===== config.mk =====
export PLATFORM = sky130hd
export DESIGN_NAME = nios_system_nios2_processor_mult_seq
export DESIGN_NICKNAME = d
export VERILOG_FILES = /design/src/rtl/nios_system_nios2_processor_mult_pkg.sv /design/src/rtl/nios_system_nios2_processor_mult_16x16.sv /design/src/rtl/nios_system_nios2_processor_mult_seq.sv
export SDC_FILE = /design/constraint.sdc
export NUM_CORES = 1
export LEC_CHECK = 0
export BUFFER_PORTS_ARGS = -buffer_cell sky130_fd_sc_hd__buf_2
export CORE_ASPECT_RATIO = 1.4
export CORE_MARGIN = 3
export CORE_UTILIZATION = 30
export CTS_BUF_LIST = sky130_fd_sc_hd__clkbuf_4 sky130_fd_sc_hd__clkbuf_8
export DETAILED_ROUTE_END_ITERATION = 10
export PLACE_DENSITY = 0.42
export RECOVER_POWER = 50
export SYNTH_ARGS = -nofsm -noshare
export SYNTH_HDL_FRONTEND = slang
export SYNTH_SLANG_ARGS = --single-unit
export TNS_END_PERCENT = 20

===== constraint.sdc =====
create_clock -name clk -period 10.3 [get_ports clk]
set_input_delay 0.515 -clock clk [delete_from_list [all_inputs] [get_ports clk]]
set_output_delay 0.515 -clock clk [all_outputs]
set_load 0.01 [all_outputs]

===== src/rtl/nios_system_nios2_processor_mult_pkg.sv =====
// Shared types and constants for the sequential 16-bit-chunk multiplier.
package nios_system_nios2_processor_mult_pkg;

    localparam int unsigned CHUNK = 16;

    typedef enum logic [1:0] {
        IDLE = 2'd0,
        MUL  = 2'd1,
        FIX  = 2'd2
    } state_e;

    // Number of MUL cycles: all chunk pairs when the high word is needed,
    // otherwise only the pairs that land in the low word.
    function automatic int unsigned mult_iters(input int unsigned width, input bit high_en);
        int unsigned n;
        n = width / CHUNK;
        return high_en ? (n * n) : ((n * (n + 1)) / 2);
    endfunction

endpackage


===== src/rtl/nios_system_nios2_processor_mult_16x16.sv =====
// Unsigned 16x16 -> 32 combinational multiplier, the only multiplier in the datapath.
module nios_system_nios2_processor_mult_16x16
    import nios_system_nios2_processor_mult_pkg::*;
(
    input  logic [CHUNK-1:0]   a_i,
    input  logic [CHUNK-1:0]   b_i,
    output logic [2*CHUNK-1:0] prod_c
);

    assign prod_c = (2*CHUNK)'(a_i) * (2*CHUNK)'(b_i);

endmodule


===== src/rtl/nios_system_nios2_processor_mult_seq.sv =====
// Sequential multiplier: one 16x16 partial product per cycle into a
// double-width accumulator, followed by a signed-correction (FIX) cycle.
// Build option: NIOS2_MULT_SEQ_HIGH_EN enables high word and signed operands;
// without it only the low word is produced and FIX is an idle cycle.
module nios_system_nios2_processor_mult_seq
    import nios_system_nios2_processor_mult_pkg::*;
#(
    parameter int unsigned WIDTH = 32
) (
    input  logic             clk,
    input  logic             reset_n,
    input  logic             start,
    input  logic [WIDTH-1:0] src1,
    input  logic [WIDTH-1:0] src2,
    input  logic             sign1,
    input  logic             sign2,
    input  logic             high_sel,
    output logic             busy,
    output logic             done,
    output logic [WIDTH-1:0] result
);

`ifdef NIOS2_MULT_SEQ_HIGH_EN
    localparam bit HIGH_EN = 1'b1;
`else
    localparam bit HIGH_EN = 1'b0;
`endif

    localparam int unsigned N     = WIDTH / CHUNK;
    localparam int unsigned PW    = 2 * WIDTH;
    localparam int unsigned IDX_W = 3;

    state_e             state_q, state_d;
    logic [WIDTH-1:0]   src1_q, src1_d, src2_q, src2_d;
    logic               sign1_q, sign1_d, sign2_q, sign2_d, high_q, high_d;
    logic [IDX_W-1:0]   i_q, i_d, j_q, j_d;
    logic [PW-1:0]      acc_q, acc_d;
    logic               busy_q, busy_d, done_q, done_d;
    logic [WIDTH-1:0]   result_q, result_d;

    logic [CHUNK-1:0]   a_chunk, b_chunk;
    logic [2*CHUNK-1:0] prod;
    logic [PW-1:0]      partial, fixed;
    logic               j_last, pair_last;

    // Chunk selection and the shifted partial product for the current pair.
    assign a_chunk = CHUNK'(src1_q >> (CHUNK * 32'(i_q)));
    assign b_chunk = CHUNK'(src2_q >> (CHUNK * 32'(j_q)));
    assign partial = PW'(prod) << (CHUNK * (32'(i_q) + 32'(j_q)));

    nios_system_nios2_processor_mult_16x16 u_mul (
        .a_i    (a_chunk),
        .b_i    (b_chunk),
        .prod_c (prod)
    );

    // Inner-loop end: full row with high word, triangular (i+j < N) otherwise.
    assign j_last    = HIGH_EN ? (j_q == IDX_W'(N - 1)) : (j_q == (IDX_W'(N - 1) - i_q));
    assign pair_last = j_last && (i_q == IDX_W'(N - 1));

    // Two's-complement correction of the unsigned product.
    always_comb begin
        fixed = acc_q;
        if (HIGH_EN && sign1_q && src1_q[WIDTH-1]) fixed = fixed - {src2_q, WIDTH'(0)};
        if (HIGH_EN && sign2_q && src2_q[WIDTH-1]) fixed = fixed - {src1_q, WIDTH'(0)};
    end

    // State register.
    always_ff @(posedge clk or negedge reset_n) begin
        if (!reset_n) state_q <= IDLE;
        else          state_q <= state_d;
    end

    // Next-state logic.
    always_comb begin
        state_d = state_q;
        case (state_q)
            IDLE:    if (start) state_d = MUL;
            MUL:     if (pair_last) state_d = FIX;
            FIX:     state_d = IDLE;
            default: state_d = IDLE;
        endcase
    end

    // Datapath and output next values.
    always_comb begin
        src1_d   = src1_q;
        src2_d   = src2_q;
        sign1_d  = sign1_q;
        sign2_d  = sign2_q;
        high_d   = high_q;
        i_d      = i_q;
        j_d      = j_q;
        acc_d    = acc_q;
        result_d = result_q;
        done_d   = 1'b0;
        busy_d   = (state_d != IDLE);
        case (state_q)
            IDLE: begin
                if (start) begin
                    src1_d  = src1;
                    src2_d  = src2;
                    sign1_d = sign1;
                    sign2_d = sign2;
                    high_d  = high_sel;
                    i_d     = '0;
                    j_d     = '0;
                    acc_d   = '0;
                end
            end
            MUL: begin
                acc_d = acc_q + partial;
                if (j_last) begin
                    j_d = '0;
                    i_d = i_q + IDX_W'(1);
                end else begin
                    j_d = j_q + IDX_W'(1);
                end
            end
            FIX: begin
                result_d = (HIGH_EN && high_q) ? fixed[PW-1:WIDTH] : fixed[WIDTH-1:0];
                done_d   = 1'b1;
            end
            default: ;
        endcase
    end

    // Datapath and output registers.
    always_ff @(posedge clk or negedge reset_n) begin
        if (!reset_n) begin
            src1_q   <= '0;
            src2_q   <= '0;
            sign1_q  <= 1'b0;
            sign2_q  <= 1'b0;
            high_q   <= 1'b0;
            i_q      <= '0;
            j_q      <= '0;
            acc_q    <= '0;
            busy_q   <= 1'b0;
            done_q   <= 1'b0;
            result_q <= '0;
        end else begin
            src1_q   <= src1_d;
            src2_q   <= src2_d;
            sign1_q  <= sign1_d;
            sign2_q  <= sign2_d;
            high_q   <= high_d;
            i_q      <= i_d;
            j_q      <= j_d;
            acc_q    <= acc_d;
            busy_q   <= busy_d;
            done_q   <= done_d;
            result_q <= result_d;
        end
    end

    assign busy   = busy_q;
    assign done   = done_q;
    assign result = result_q;

endmodule


==> impl_metrics.ini, run 1 <==
[global_routing]
grt_pass1_wl_um = 82900
use_met3_pct = 1.71
grt_use_met1_pct = 22.0
busiest_layer = met2
track_usage_pct = 19.3
grt_start_max_net_pins = 73
met2_usage_pct = 37.1
grt_pass1_vias = 14209
overflow = 0
antenna_found_initial = 0

[worst_setup_path]
r2r_cells = 33
cp-start-kind = flip-flop
critical_path.slowest_cell = dfrtp_2
regToRegEndpoint = acc_q[31]
cp.arrival_ps = 9980
critical_path.max_fanout = 13
slowest_delay_ps = 620
regToRegStartpoint = j_q[0]
timing_worst_setup_path_type = reg -> reg
reg2reg_slack_ps = 690
cp_common_cell = fa_1
required_ps = 10670
endpoint_kind = flip-flop

[final_layout]
nNetsFinal = 2374
syn_to_final_growth_pct = 12.2
seq_area_mm2 = 0.00346
multi_input_area_mm2 = 0.0112
drive_gt1_share_pct = 11.5
diodes = 0
fillers = 5667

[route]
vias = 12724
wire_per_inst_um = 19.5
drtIter0Drc = 424
vias_per_cell = 4.74
drt_wl_total_um = 52400
dr.pass1.iters = 7
antenna_left = 0
post-route-drc-count = 0

[sta]
worst_slew_pin_slew_ps = 4010
fmax_ghz = 0.104
fin_setup_tns_ps = 0
timing.hold.ws_ps = 211
fin_skew_ps = 25.0
maxSlewViolCount = 176
setup_violations = 0
hold_viol = 0
post-route-period-util_pct = 93.3
rsz0062_at_grt = no
slew_headroom_pct = -168
fin_crit_ps = 9610

[die]
num_rows = 99
io_pins = 104
die_x_um = 201
die_h_um = 279
die_area_mm2 = 0.0559
core-area_mm2 = 0.0523
start_util_pct = 30.5

[logic_synthesis]
ys_seq_area_share_pct = 21.7
synthFlopType = dfrtp_1
syn-instance-count = 1860
synth-edff-count = 0
syn_area_mm2 = 0.0159
syn_area_per_cell_um2 = 8.56
synth.net_count = 2267
synth.distinct_cells = 55
synth-seq-cells = 138
yosys_warnings = 0
async_reset_ff_share_pct = 100

[worst_hold_path]
hp-class = in -> reg
min_to = src1_q[3]
min_from = src1[3]
holdPathStages = 3

[cts]
cts_tree = yes
cts.sinks = 138
clk_pin_slew_ps = 100
cts_setup_buffers = 0
cts_buffer_depth = 2
root_buffer = clkbuf_8
cts_made_buffers = 17
htreeDepth = 4
worstSkewPairLatency_ps = 500

[run]
drv_cap = 3

[status]
status = complete, but fails checks
violations = max-capacitance violations, max-slew violations

[placement]
numPortBuffers = 100
hpwl_um = 43700
place_congestion = 0.901
[layer usage]
layer | routed length, µm | share of wire, %
met3 | 931 | 1.8
met2 | 28800 | 55
met1 | 20700 | 40
met5 | 0 | 0
met4 | 1990 | 3.8
[cell usage after synthesis, drive strengths merged (5+ instances only)]
cell type	count	share of area, %
buf	10	0.24
clkbuf	69	1.6
a31oi	7	0.31
nor2b	5	0.20
ha	141	11
nor2	155	3.7
nand2b	7	0.27
o22ai	6	0.24
xnor2	29	1.6
nand3	27	0.85
xor2	21	1.2
o21ai	57	1.8
o21a	6	0.28
fa	196	25
dfrtp	138	22
a21o	24	1.1
o21bai	7	0.33
mux2i	10	0.63
o211ai	7	0.33
nand2	434	10
inv	248	5.8
or3	5	0.20
a21oi	59	1.9
a211oi	11	0.52
nor3	28	0.88
mux2	59	4.2
and2	35	1.4
and3	9	0.35
[per-stage QoR]
step,setup WS (ps),std cells,utilization (%),area (µm²)
final,690,2686,34.2,17900
after global routing,143,2686,34.2,17900
after global placement,446,2654,33.5,17500
after detailed placement,441,2654,33.5,17500
after floorplan,1370,1860,-,15900
after CTS,425,2686,34.3,17900
[layout make-up]
| type | count | area share (%) |
|---|---|---|
| multi-input combinational | 1394 | 62.9 |
| inverter | 249 | 5.23 |
| tap | 707 | 4.95 |
| clock inverter | 13 | 0.749 |
| sequential | 138 | 19.3 |
| timing repair buffer | 167 | 5.41 |
| clock buffer | 18 | 1.39 |
[worst max-delay path by stage]
| stage | depth (start not counted) | from | slack (ps) | endpoint |
|---|---|---|---|---|
| floorplan | 35 | j_q[0] | 1370 | acc_q[31] |
| global placement | 33 | j_q[0] | 450 | acc_q[29] |
| detailed placement | 33 | j_q[0] | 440 | acc_q[31] |
| CTS | 33 | j_q[0] | 420 | acc_q[31] |
| global route | 33 | j_q[0] | 140 | acc_q[31] |
| finish | 33 | j_q[0] | 690 | acc_q[31] |
[repair_timing]
item	CTS	global route
endpoints found under the setup margin	0	1
hold endpoints to repair	6	0
hold buffers	1	0
gates resized for setup	0	2
[flip-flops by register name, indices dropped and copies added, names as in the netlist]
register,flops
src2_q,32
src1_q,32
i_q,3
j_q,3
done,1
busy,1
state_q,2
result,32
acc_q,32
[cells by family after synthesis]
group / count (synthesis) / synth area share [%]
AND/OR/NAND/NOR: 722 / 18.7
adder cells (fa/ha/maj): 337 / 35.7
buffers and inverters: 328 / 7.73
AO/OA/AOI/OAI: 216 / 8.60
flip-flops: 138 / 21.7
multiplexers: 69 / 4.80
XOR/XNOR: 50 / 2.75
[critical path, delay by kind of cell, from the launching register on]
family                   cells  cell delay [ps]
adder cells (fa/ha/maj)      8             3880
AO/OA/AOI/OAI               13             3040
multiplexers                 1              400
flip-flops                   1              620
buffers and inverters        5              390
XOR/XNOR                     1              130
AND/OR/NAND/NOR              5             1020
[cells in the final DEF, fill, tap and decap left out, drive strengths merged, types with 9 or more instances in the layout]
master | netlist | final
nand3 | 27 | 27
mux2i | 10 | 10
xnor2 | 29 | 29
dfrtp | 138 | 138
a21o | 24 | 24
and3 | 9 | 9
nor2 | 155 | 155
clkbuf | 69 | 55
mux2 | 59 | 59
and2 | 35 | 35
o21ai | 57 | 57
nand2 | 434 | 434
a21oi | 59 | 59
nor3 | 28 | 28
inv | 248 | 256
fa | 196 | 196
xor2 | 21 | 21
a211oi | 11 | 11
buf | 10 | 129
ha | 141 | 141
Power of run 1 is not shown: default switching activity piles up to over one toggle a cycle in this logic, so the estimate is an artifact.
==> run 2: changes to the inputs <==
--- a/config.mk
+++ b/config.mk
@@ -15,5 +15,6 @@
 export RECOVER_POWER = 50
 export SYNTH_ARGS = -nofsm -noshare
 export SYNTH_HDL_FRONTEND = slang
+export SYNTH_HIERARCHICAL = 1
 export SYNTH_SLANG_ARGS = --single-unit
 export TNS_END_PERCENT = 20
==> run 2 against run 1 <==
The flow still finishes with violations (max-capacitance violations, max-slew violations). Setup slack improved by 320 ps. Clock-buffer cell count fell by 1. Design area rose by 3.9%. Critical path depth fell by 3. Highest routed layer unchanged. Flip-flop and latch count did not move. Final cell count fell by 2.5%.
==> impl_metrics.ini, run 2 <==
[sta]
post-route-period-util_pct = 90.2
setup_violations = 0
maxSlewViolCount = 178
rsz0062_at_grt = no
worst_slew_pin_slew_ps = 3670
slew_headroom_pct = -145
hold_viol = 0
fin_setup_tns_ps = 0
setup_slack_ps = 1010
fin_crit_ps = 9290
fin_skew_ps = 25.2
fmax_ghz = 0.108

[final_layout]
final_cell_mix = inv_1 (245), nand2_1 (209), fa_1 (196), and2_1 (144), ha_1 (141)
seq_area_mm2 = 0.00345
multi_input_area_mm2 = 0.0121
syn_to_final_growth_pct = 10.5
final_common_cell = inv_1
utilization_pct = 33.5
fillers = 5907
drive_gt1_share_pct = 14.0
nNetsFinal = 2283
instances_no_fill = 2620

[route]
post-route-drc-count = 0
vias = 12864
vias_per_cell = 4.91
top_layer = met4
drtIter0Drc = 493
drt_wl_total_um = 48600
wl_met1_um = 19100
wire_per_inst_um = 18.5
route.met3.wl_um = 1220
dr.pass1.iters = 5
wl_met2_um = 27000
antenna_left = 0

[die]
num_rows = 102
die_h_um = 286
die_x_um = 206
io_pins = 104
core-area_mm2 = 0.0554
start_util_pct = 30.3
die_area_mm2 = 0.0589

[logic_synthesis]
syn_area_mm2 = 0.0168
yosys_warnings = 6
async_reset_ff_share_pct = 100
synth.net_count = 2204
synthTopCellsByArea = fa_1 (23%), dfrtp_1 (21%), ha_1 (11%), mux2_2 (6.6%), inv_1 (5.5%)
synth_most_common_cell = inv_1
syn_area_per_cell_um2 = 9.35
yosysTopAreaCellShare_pct = 23.4
synth.distinct_cells = 81
synth-edff-count = 0
synth_common_cells = inv_1 (245), nand2_1 (209), fa_1 (196)
ys_seq_area_share_pct = 20.6
syn-instance-count = 1797
synthFlopType = dfrtp_1
yosys.area.top_type = fa_1
synth-seq-cells = 138

[worst_setup_path]
regToRegStartpoint = j_q[0]
crit_start = j_q[0]
critical_path.slowest_cell = dfrtp_1
cp-start-kind = flip-flop
regToRegEndpoint = acc_q[31]
cp_common_cell = fa_1
critical_path.max_fanout = 11
cp.arrival_ps = 9690
endpoint_kind = flip-flop
reg2reg_slack_ps = 1010
required_ps = 10710
timing_worst_setup_path_type = reg -> reg
slowest_delay_ps = 710
r2r_cells = 30

[cts]
cts_setup_buffers = 0
root_buffer = clkbuf_8
post_cts_resized = 0
cts.hold.buffers_added = 1
clk_pin_slew_ps = 100
cts_buffer_depth = 2
worstSkewPairLatency_ps = 530
cts.sinks = 138
cts_tree = yes
cts_made_buffers = 17
htreeDepth = 4

[placement]
pre_cts_slack_ps = 951
place_congestion = 0.871
hpwl_um = 38400
dp_cells = 2584
numPortBuffers = 100

[status]
violations = max-capacitance violations, max-slew violations
status = complete, but fails checks

[worst_hold_path]
min_from = src1[30]
min_to = src1_q[30]
holdPathStages = 2
hp-class = in -> reg

[global_routing]
track_usage_pct = 17.2
overflow = 0
grt_pass1_wl_um = 78100
grt_start_max_net_pins = 67
antenna_found_initial = 1
grt_pass1_vias = 13899

[run]
drv_cap = 4
-- run 2: logic make-up (layout without fill, tap and decap cells) --
logic type	count (synthesis)	after routing	synth area share, %
xor+xnor	45	45	2.35
other cells	0	3	0
mux	151	151	9.73
compound gates	231	231	9.18
flops	138	138	20.6
buf+inv	331	423	7.63
fa+ha+maj	337	337	33.9
simple gates	564	564	16.7
-- run 2: worst max-delay path by stage --
stage	endpoint	slack, ps	cells past startpoint
after global placement	acc_q[31]	960	30
final	acc_q[31]	1010	30
after global routing	acc_q[31]	400	30
after floorplan	acc_q[31]	1530	34
after CTS	acc_q[31]	910	30
after detailed placement	acc_q[31]	950	30
-- run 2: area by class of cell --
type,count,share of cell area [%]
multi-input combinational,1328,65.0
sequential,138,18.6
inverter,246,4.97
tap,728,4.91
timing repair buffer,145,4.25
clock buffer,17,1.26
clock inverter,15,0.984
antenna,3,0.0404
-- run 2: metal layers --
| metal | vias up | global-route usage [%] |
|---|---|---|
| li1 | 6040 | - |
| met4 | 0 | 6.03 |
| met3 | 55 | 2.44 |
| met5 | - | 0 |
| met2 | 191 | 32.0 |
| met1 | 6578 | 19.9 |
-- run 2: worst max-delay path, delay by kind of cell, from the launching register on --
kind / cells / cell delay (ps)
simple gates: 6 / 1150
buf+inv: 4 / 470
mux: 2 / 330
compound gates: 9 / 2390
flops: 1 / 710
xor+xnor: 1 / 100
fa+ha+maj: 8 / 4000
-- run 2: stage by stage --
step / instance area, µm² / hold slack, ps
2_1_floorplan: 16800 / 219
3_3_place_gp: 18200 / 473
3_5_place_dp: 18200 / 489
4_1_cts: 18600 / 133
5_1_grt: 18600 / 158
6_report: 18600 / 206
Power of run 2 is left out for the same reason.
==> run 3: changes to the inputs <==
--- a/config.mk
+++ b/config.mk
@@ -11,10 +11,10 @@
 export CORE_UTILIZATION = 30
 export CTS_BUF_LIST = sky130_fd_sc_hd__clkbuf_4 sky130_fd_sc_hd__clkbuf_8
 export DETAILED_ROUTE_END_ITERATION = 10
+export GPL_TIMING_DRIVEN = 0
 export PLACE_DENSITY = 0.42
 export RECOVER_POWER = 50
 export SYNTH_ARGS = -nofsm -noshare
 export SYNTH_HDL_FRONTEND = slang
-export SYNTH_HIERARCHICAL = 1
 export SYNTH_SLANG_ARGS = --single-unit
 export TNS_END_PERCENT = 20
==> constraint.sdc (replaced) <==
create_clock -name clk -period 10.2 [get_ports clk]
set_input_delay 0.51 -clock clk [delete_from_list [all_inputs] [get_ports clk]]
set_output_delay 0.51 -clock clk [all_outputs]
set_load 0.01 [all_outputs]
==> run 3 against run 2 <==
The flow still finishes with violations (max-capacitance violations, max-slew violations). Fmax is 4.9% lower. Critical endpoint unchanged. Die area is 5.0% lower. Critical path type unchanged. Setup slack worse by 580 ps. Design area is 4.1% lower. Critical path depth is 4 higher. Register-to-register slack worse by 580 ps. Final cell count is 2.7% higher. Via count is 0.76% higher. Hold slack worse by 8.4 ps. Core utilization is 0.53 points higher. Clock-buffer cell count is 1 higher.
==> impl_metrics.ini, run 3 (synthesis results as in run 1) <==
[worst_hold_path]
holdPathStages = 3
min_from = src2[29]
hp-class = in -> reg

[global_routing]
antenna_found_initial = 0
track_usage_pct = 19.8
grt_start_max_net_pins = 95
grt_pass1_wl_um = 84700
overflow = 0
grt_pass1_vias = 14232

[sta]
maxSlewViolCount = 141
slew_headroom_pct = -244
fin_skew_ps = 23.5
worst_slew_pin_slew_ps = 5160
fmax_ghz = 0.102
setup_violations = 0
fin_crit_ps = 9770
timing.hold.ws_ps = 197
hold_viol = 0
post-route-period-util_pct = 95.7
rsz0062_at_grt = no

[worst_setup_path]
cp_common_cell = fa_1
required_ps = 10580
cp_num_buf_inv = 7
cp.arrival_ps = 10140
critical_path.max_fanout = 10
slowest_delay_ps = 560
regToRegEndpoint = acc_q[31]
endpoint = acc_q[31]
timing_worst_setup_path_type = reg -> reg
reg2reg_slack_ps = 430
r2r_cells = 34
crit_family = adder cells
endpoint_kind = flip-flop
regToRegStartpoint = j_q[0]
cp-start-kind = flip-flop
crit_start = j_q[0]
path_depth = 34
critical_path.slowest_cell = mux2i_1

[die]
die_h_um = 279
die_area_mm2 = 0.0559
num_rows = 99
core-area_mm2 = 0.0523
start_util_pct = 30.5
io_pins = 104
die_x_um = 201

[final_layout]
final_cell_mix = nand2_1 (426), inv_1 (248), fa_1 (196), nor2_1 (153), ha_1 (141)
diodes = 0
drive_gt1_share_pct = 11.3
final_common_cell = nand2_1
syn_to_final_growth_pct = 11.7
nNetsFinal = 2379

[cts]
root_buffer = clkbuf_8
cts_made_buffers = 17
cts.sinks = 138
clk_pin_slew_ps = 100
cts_buffer_depth = 2
htreeDepth = 4
cts_setup_buffers = 0
cts_tree = yes
worstSkewPairLatency_ps = 510

[route]
drt_wl_total_um = 53800
dr.pass1.iters = 6
vias_per_cell = 4.82
post-route-drc-count = 0
drtIter0Drc = 599
wire_per_inst_um = 20.0
vias = 12962
antenna_left = 0

[status]
violations = max-capacitance violations, max-slew violations
status = complete, but fails checks

[placement]
numPortBuffers = 100
place_congestion = 0.938
hpwl_um = 45200

[run]
drv_cap = 2
==> run 3: changes by cell type in the layout (fill, tap and decap cells not counted), sizes merged, moves of 15 or more <==
| cell | previous run | this run |
|---|---|---|
| and2 | 145 | 35 |
| mux2i | 53 | 10 |
| clkbuf | 54 | 92 |
| nand2 | 209 | 434 |
| nand4 | 19 | 4 |
| mux2 | 98 | 59 |
| nor2 | 87 | 155 |
==> run 3: metrics by stage <==
step / worst slack (ps) / util, % / instances / area [µm²] / setup TNS, ps
after floorplan: 1270 / - / 1860 / 15900 / 0
after global placement: -1240 / 33.1 / 2667 / 17300 / -7490
after detailed placement: -1320 / 33.2 / 2668 / 17300 / -8340
after CTS: 13.9 / 34.0 / 2700 / 17800 / 0
after global routing: 10.5 / 34.0 / 2692 / 17800 / 0
final: 435 / 34.0 / 2692 / 17800 / 0
==> run 3: routing by layer <==
layer	part of all wire (%)	global-route usage [%]	vias to the layer above
met5	0	0	-
met4	3.8	7.46	0
met1	39	22.3	6482
met3	2.8	2.31	76
li1	-	-	6143
met2	55	38.1	261
==> run 3: how the worst min path moves through the flow <==
stage / end / slack (ps)
after CTS: src2_q[29] / 150
final: src2_q[29] / 200
after global routing: src2_q[31] / 160
after detailed placement: src2_q[20] / 460
after floorplan: acc_q[0] / 210
after global placement: src2_q[26] / 460
==> run 3: cell type report <==
type / instances / area, µm²
flip-flops and latches: 138 / 3450
clock buffers: 18 / 248
well taps: 707 / 885
plain buffers: 70 / 312
repair buffers: 102 / 497
fillers: 5711 / 34500
multi-input cells: 1394 / 11300
clock inverters: 14 / 130
inverters: 249 / 935
==> run 3: worst register-to-register path, delay by kind of cell (launching register included) <==
kind | cells | cell delay (ps)
xor gates and xnor gates | 1 | 200
DFF | 1 | 430
adders and majority gates | 8 | 3850
buffers and inverters | 7 | 1080
AOI/OAI and AO/OA | 14 | 3040
muxes | 1 | 560
and+or+nand+nor | 3 | 480
==> run 3: timing repair <==
item                                    4_1_cts  5_1_grt
endpoints found under the setup margin       12        7
hold buffers                                  1        0
resized for setup                            27       47
endpoints found under the hold margin        44        0
Power of run 3 is left out for the same reason.
